File: src/rtl/alu4_arbiter.sv
// alu4_arbiter: shares one 4-bit ALU (ADD, SUB, AND, OR) between two requesters.
//
// Ports:
//   clk, rst                 rising-edge clock, synchronous active-high reset
//   req0_* / req1_*          command ports: valid, ready, a[3:0], b[3:0], op[1:0]
//                            op: 0=ADD, 1=SUB, 2=AND, 3=OR
//   rsp_valid, rsp_ready     registered response handshake
//   rsp_id, rsp_s, rsp_c     requester id, 4-bit result, carry flag
//   gnt_cnt0, gnt_cnt1       per-requester transfer counters (only when the
//                            ALU4_ARB_STATS_EN macro is defined)
//
// Handshake semantics (all ports): a beat transfers on a rising clk edge where
// valid and ready are both high. A requester keeps a/b/op stable while valid
// is high and ready is low; valid may drop at any time (no lock), and the
// arbiter re-evaluates the grant every cycle. The response register holds
// its contents while rsp_valid is high and rsp_ready is low.
//
// Arbitration is round-robin: on contention the requester that did not win
// the last transfer wins. last_grant resets to 1 so requester 0 wins first.

module alu4 (
  input  logic [3:0] a,
  input  logic [3:0] b,
  input  logic [1:0] op,
  output logic [3:0] s,
  output logic       c
);
  logic [4:0] sum;

  always_comb begin
    sum = 5'd0;
    s   = 4'd0;
    c   = 1'b0;
    case (op)
      2'd0: begin
        sum = {1'b0, a} + {1'b0, b};
        s   = sum[3:0];
        c   = sum[4];
      end
      2'd1: begin
        // Two's complement subtract; carry out = 1 means no borrow (a >= b).
        sum = {1'b0, a} + {1'b0, ~b} + 5'd1;
        s   = sum[3:0];
        c   = sum[4];
      end
      2'd2:    s = a & b;
      default: s = a | b;
    endcase
  end
endmodule

module alu4_arbiter (
  input  logic       clk,
  input  logic       rst,
  input  logic       req0_valid,
  output logic       req0_ready,
  input  logic [3:0] req0_a,
  input  logic [3:0] req0_b,
  input  logic [1:0] req0_op,
  input  logic       req1_valid,
  output logic       req1_ready,
  input  logic [3:0] req1_a,
  input  logic [3:0] req1_b,
  input  logic [1:0] req1_op,
  output logic       rsp_valid,
  input  logic       rsp_ready,
  output logic       rsp_id,
  output logic [3:0] rsp_s,
  output logic       rsp_c
`ifdef ALU4_ARB_STATS_EN
  ,
  output logic [7:0] gnt_cnt0,
  output logic [7:0] gnt_cnt1
`endif
);

  logic       last_grant;
  logic       can_accept;
  logic       gnt_valid;
  logic       gnt_id;
  logic       xfer;
  logic [3:0] sel_a;
  logic [3:0] sel_b;
  logic [1:0] sel_op;
  logic [3:0] alu_s;
  logic       alu_c;

  // The response register may be refilled in the same cycle it drains.
  assign can_accept = ~rsp_valid | rsp_ready;

  always_comb begin
    gnt_valid = req0_valid | req1_valid;
    if (req0_valid && req1_valid) gnt_id = ~last_grant;
    else                          gnt_id = ~req0_valid;
  end

  assign req0_ready = ~rst & can_accept & gnt_valid & ~gnt_id & req0_valid;
  assign req1_ready = ~rst & can_accept & gnt_valid &  gnt_id & req1_valid;
  assign xfer       = req0_ready | req1_ready;

  always_comb begin
    if (gnt_id) begin
      sel_a  = req1_a;
      sel_b  = req1_b;
      sel_op = req1_op;
    end else begin
      sel_a  = req0_a;
      sel_b  = req0_b;
      sel_op = req0_op;
    end
  end

  alu4 u_alu (
    .a  (sel_a),
    .b  (sel_b),
    .op (sel_op),
    .s  (alu_s),
    .c  (alu_c)
  );

  always_ff @(posedge clk) begin
    if (rst) begin
      rsp_valid  <= 1'b0;
      rsp_id     <= 1'b0;
      rsp_s      <= 4'd0;
      rsp_c      <= 1'b0;
      last_grant <= 1'b1;
    end else if (xfer) begin
      rsp_valid  <= 1'b1;
      rsp_id     <= gnt_id;
      rsp_s      <= alu_s;
      rsp_c      <= alu_c;
      last_grant <= gnt_id;
    end else if (rsp_valid && rsp_ready) begin
      // Drained with nothing to replace it; data bits are left as they were.
      rsp_valid <= 1'b0;
    end
  end

`ifdef ALU4_ARB_STATS_EN
  // Transfer counters wrap naturally at 8 bits.
  always_ff @(posedge clk) begin
    if (rst) begin
      gnt_cnt0 <= 8'd0;
      gnt_cnt1 <= 8'd0;
    end else begin
      if (req0_ready) gnt_cnt0 <= gnt_cnt0 + 8'd1;
      if (req1_ready) gnt_cnt1 <= gnt_cnt1 + 8'd1;
    end
  end
`else
  // No statistics counters in this build.
`endif

endmodule

File: config.mk
export PLATFORM = sky130hd
export DESIGN_NAME = alu4_arbiter
export DESIGN_NICKNAME = d
export VERILOG_FILES = /design/src/rtl/alu4_arbiter.sv
export SDC_FILE = /design/constraint.sdc
export NUM_CORES = 1
export LEC_CHECK = 0
export ABC_AREA = 1
export CAP_MARGIN = 20
export CORE_ASPECT_RATIO = 2
export CORE_MARGIN = 2
export CORE_UTILIZATION = 30
export CTS_CLUSTER_DIAMETER = 50
export CTS_CLUSTER_SIZE = 12
export DETAILED_ROUTE_END_ITERATION = 10
export REMOVE_ABC_BUFFERS = 1
export SLEW_MARGIN = 20
export SYNTH_ARGS = -nofsm -noshare
export SYNTH_HDL_FRONTEND = slang
export SYNTH_SLANG_ARGS = --single-unit
File: constraint.sdc
create_clock -name clk -period 3.5 [get_ports clk]
set_input_delay 1.05 -clock clk [delete_from_list [all_inputs] [get_ports clk]]
set_output_delay 1.05 -clock clk [all_outputs]
set_load 0.02 [all_outputs]
==> flow_summary_export.csv <==
group,metric,value,unit
logic_synthesis,async_flop_share,0,
sta,finalHoldViolations,0,
finish,register_area,160.2,µm²
job,cap_violations,0,
pwr,power.density,288.9,nW/µm²
route,drt_iter0_markers,8,
sta,rsz0062_at_grt,"false",
logic_synthesis,netlist_top_cells_count,"inv_1 (34), nand2_1 (34), o21ai_0 (13)",
finish,design_area,1490,µm²
finish,multi_input_area,696.9,µm²
place,place_area,1446,µm²
route,vias,1088,
global_route,met1_usage,0.1236,
logic_synthesis,ys_ff_latch,8,
route,dr.pass1.iters,4,
sta,setup_viol,0,
die,start_util,0.3155,
logic_synthesis,yosysTopAreaCellShare,0.1608,
logic_synthesis,synth_adder_area_share,0.1910,
worst_setup_path,required,2.45,ns
clock_network,root_buffer,"clkbuf_8",
clock_network,ctsHoldBuffers,0,
logic_synthesis,yosysWarnings,0,
sta,fin_crit_sh,0.9672,
clock_network,clock-sinks,8,
die,io_pins,34,
die,rows,29,
finish,n_antenna_cell,0,
sta,fin_crit,3.385,ns
logic_synthesis,synthCells,155,
worst_setup_path,path_class,"input port to output port",
worst_setup_path,critPathCaptureType,"output port",
clock_network,clkSlewWorstSetupHoldPaths,0.04,ns
global_route,grt_max_degree,11,
logic_synthesis,netlist_area,996.0,µm²
logic_synthesis,synth-main-ff-cell,"dfxtp_1",
logic_synthesis,synth_xor_area_frac,0.01759,
worst_setup_path,cp_max_fo,2,
logic_synthesis,synthMuxAreaShare,0,
place,hpwl,2280,µm
route,vias_per_cell,4.670,
die,die_x,44.74,µm
global_route,grt_overflow,0,
route,detail-route-antenna-nets,0,
sta,tightest_slew,0.3314,ns
global_route,busiest_layer,"met2",
global_route,grt_pass1_vias,1173,
finish,syn2layout_area_growth,49.62,%
sta,finalClockSkew,0.004993,ns
sta,max_freq,295.4,MHz
worst_setup_path,reg2regPathDepth,19,
global_route,grtUsageMet2,0.2978,
logic_synthesis,avgSynthCellArea,6.426,µm²
logic_synthesis,ys_types,23,
route,drc_errors,0,
global_route,antenna_found_initial,0,
clock_network,htree_num_levels,1,
pwr,peakVddDrop,0.1089,mV
worst_setup_path,critPathLaunchType,"input port",
global_route,grt_pass1_wl,4436,µm
route,routed_wl,2482,µm
place,place_ws,-0.1647,ns
sta,maxSlewViolCount,0,
worst_setup_path,cp.arrival,2.34,ns
die,core_area,3157,µm²
logic_synthesis,yosys-top-cells-area,"dfxtp_1 (16%), ha_1 (15%), inv_1 (13%), nand2_1 (13%), o21ai_0 (6.5%)",
finish,fillers,331,
hold_path,hold_path.class,"register to register",
place,portBuffers,33,
status,status,"finished, final reports clean",
pwr,leakagePower,0.7777,nW
finish,drive_above_1_share,0.1584,
hold_path,hold_depth,2,
logic_synthesis,yosysSeqAreaShare,0.1608,
sta,relSlewSlack,0.7768,
logic_synthesis,synth_top_family_by_area,"simple AND/OR/NAND/NOR gates",
logic_synthesis,synth-simple-area-share,0.3065,
global_route,grtUsageTotal,0.1545,
finish,num-nets-final,243,
sta,setup_ws,0.1147,ns
logic_synthesis,synth_edf_count,0,
die,dieArea,3825,µm²
sta,holdWs,0.4529,ns
clock_network,clk_path_buf_depth,2,
global_route,met3_usage,0.02340,
clock_network,numCtsBuffers,3,
route,wl_per_cell,10.65,µm
place,globalplace.congestion,0.8111,
die,dieHeight,85.49,µm
logic_synthesis,synth_top_area_cell,"dfxtp_1",
logic_synthesis,synth_compound_area_frac,0.1796,
clock_network,cts_tree,"done",
clock_network,worst_skew_pair.late_latency,0.23,ns
sta,fin_tns_setup,0,ns
==> per-stage QoR <==
step | total power, mW | instances | util
CTS | 0.4351 | 233 | 0.4705
floorplan | 0.2361 | 153 | -
detailed placement | 0.3259 | 230 | 0.4582
finish | 0.4305 | 233 | 0.4721
global placement | 0.3218 | 230 | 0.4582
global route | 0.4745 | 233 | 0.4721
==> cell type report <==
type                    instances  area share
flip-flops and latches          8      0.1075
multi-input cells             111      0.4677
clock buffers                   3     0.02771
inverters                      34     0.08564
repair buffers                 46      0.2855
well taps                      31     0.02603
==> final timing paths <==
kind         slack [ns]                     from                   to
min                0.45      rsp_id$_SDFFE_PP0P_  rsp_id$_SDFFE_PP0P_
max reg2reg        1.16  last_grant$_SDFFE_PP1P_   rsp_c$_SDFFE_PP0P_
min reg2reg        0.45      rsp_id$_SDFFE_PP0P_  rsp_id$_SDFFE_PP0P_
max                0.11                rsp_ready           req1_ready
==> registers in the layout, summed over array words and instances (netlist names) <==
signal      cells
rsp_id          1
last_grant      1
rsp_valid       1
rsp_c           1
rsp_s           4
==> worst max-delay path, cell delays in order <==
cell and delay (ns):
clkdlybuf4s50_1 0.46, inv_1 0.04, nand2_1 0.07, nand2_1 0.07, inv_1 0.09, nand2_1 0.08, nor2_1 0.14, dlygate4sd2_1 0.35
==> where the power goes <==
group          switching, mW  internal [mW]
Sequential           0.00351         0.0999
Combinational          0.113          0.105
Clock                 0.0341         0.0743
Total                  0.151          0.280
==> per-layer routing <==
metal / share of wire / routed length (µm) / vias up
met5: 0 / 0 / -
met4: 0.057 / 141 / 0
met3: 0.021 / 53 / 13
met2: 0.61 / 1511 / 22
met1: 0.31 / 775 / 478
li1: - / - / 575
==> placed cells by master (no fill, tap or decap) <==
cell type	count
inv_1	34
ha_1	11
fa_2	1
o21ai_1	3
nand3_1	11
xor2_1	1
buf_4	13
or2_0	1
nor2_1	8
o21ai_2	5
nand3b_1	2
dlygate4sd2_1	2
a21oi_1	5
nand2_2	3
nand2_1	34
a211oi_1	2
nand2_4	2
ha_2	1
fa_1	1
dfxtp_1	8
clkbuf_8	3
or2_2	3
o21bai_1	2
nor2_4	1
o21ai_0	13
clkdlybuf4s50_1	31
xnor2_1	1
==> kinds of logic (layout without fill, tap and decap cells) <==
logic type      after synthesis  in the layout
buf+inv                      36             83
flops                         8              8
fa+ha+maj                    14             14
xor+xnor                      2              2
compound gates               30             30
simple gates                 65             65
==> repair_timing <==
action | CTS | global route
setup buffers | 0 | 0
gates resized for setup | 2 | 2
pin swaps | 0 | 1
endpoints found under the hold margin | 0 | 0
endpoints found under the setup margin | 2 | 1
(Power assumes the default switching activity.)
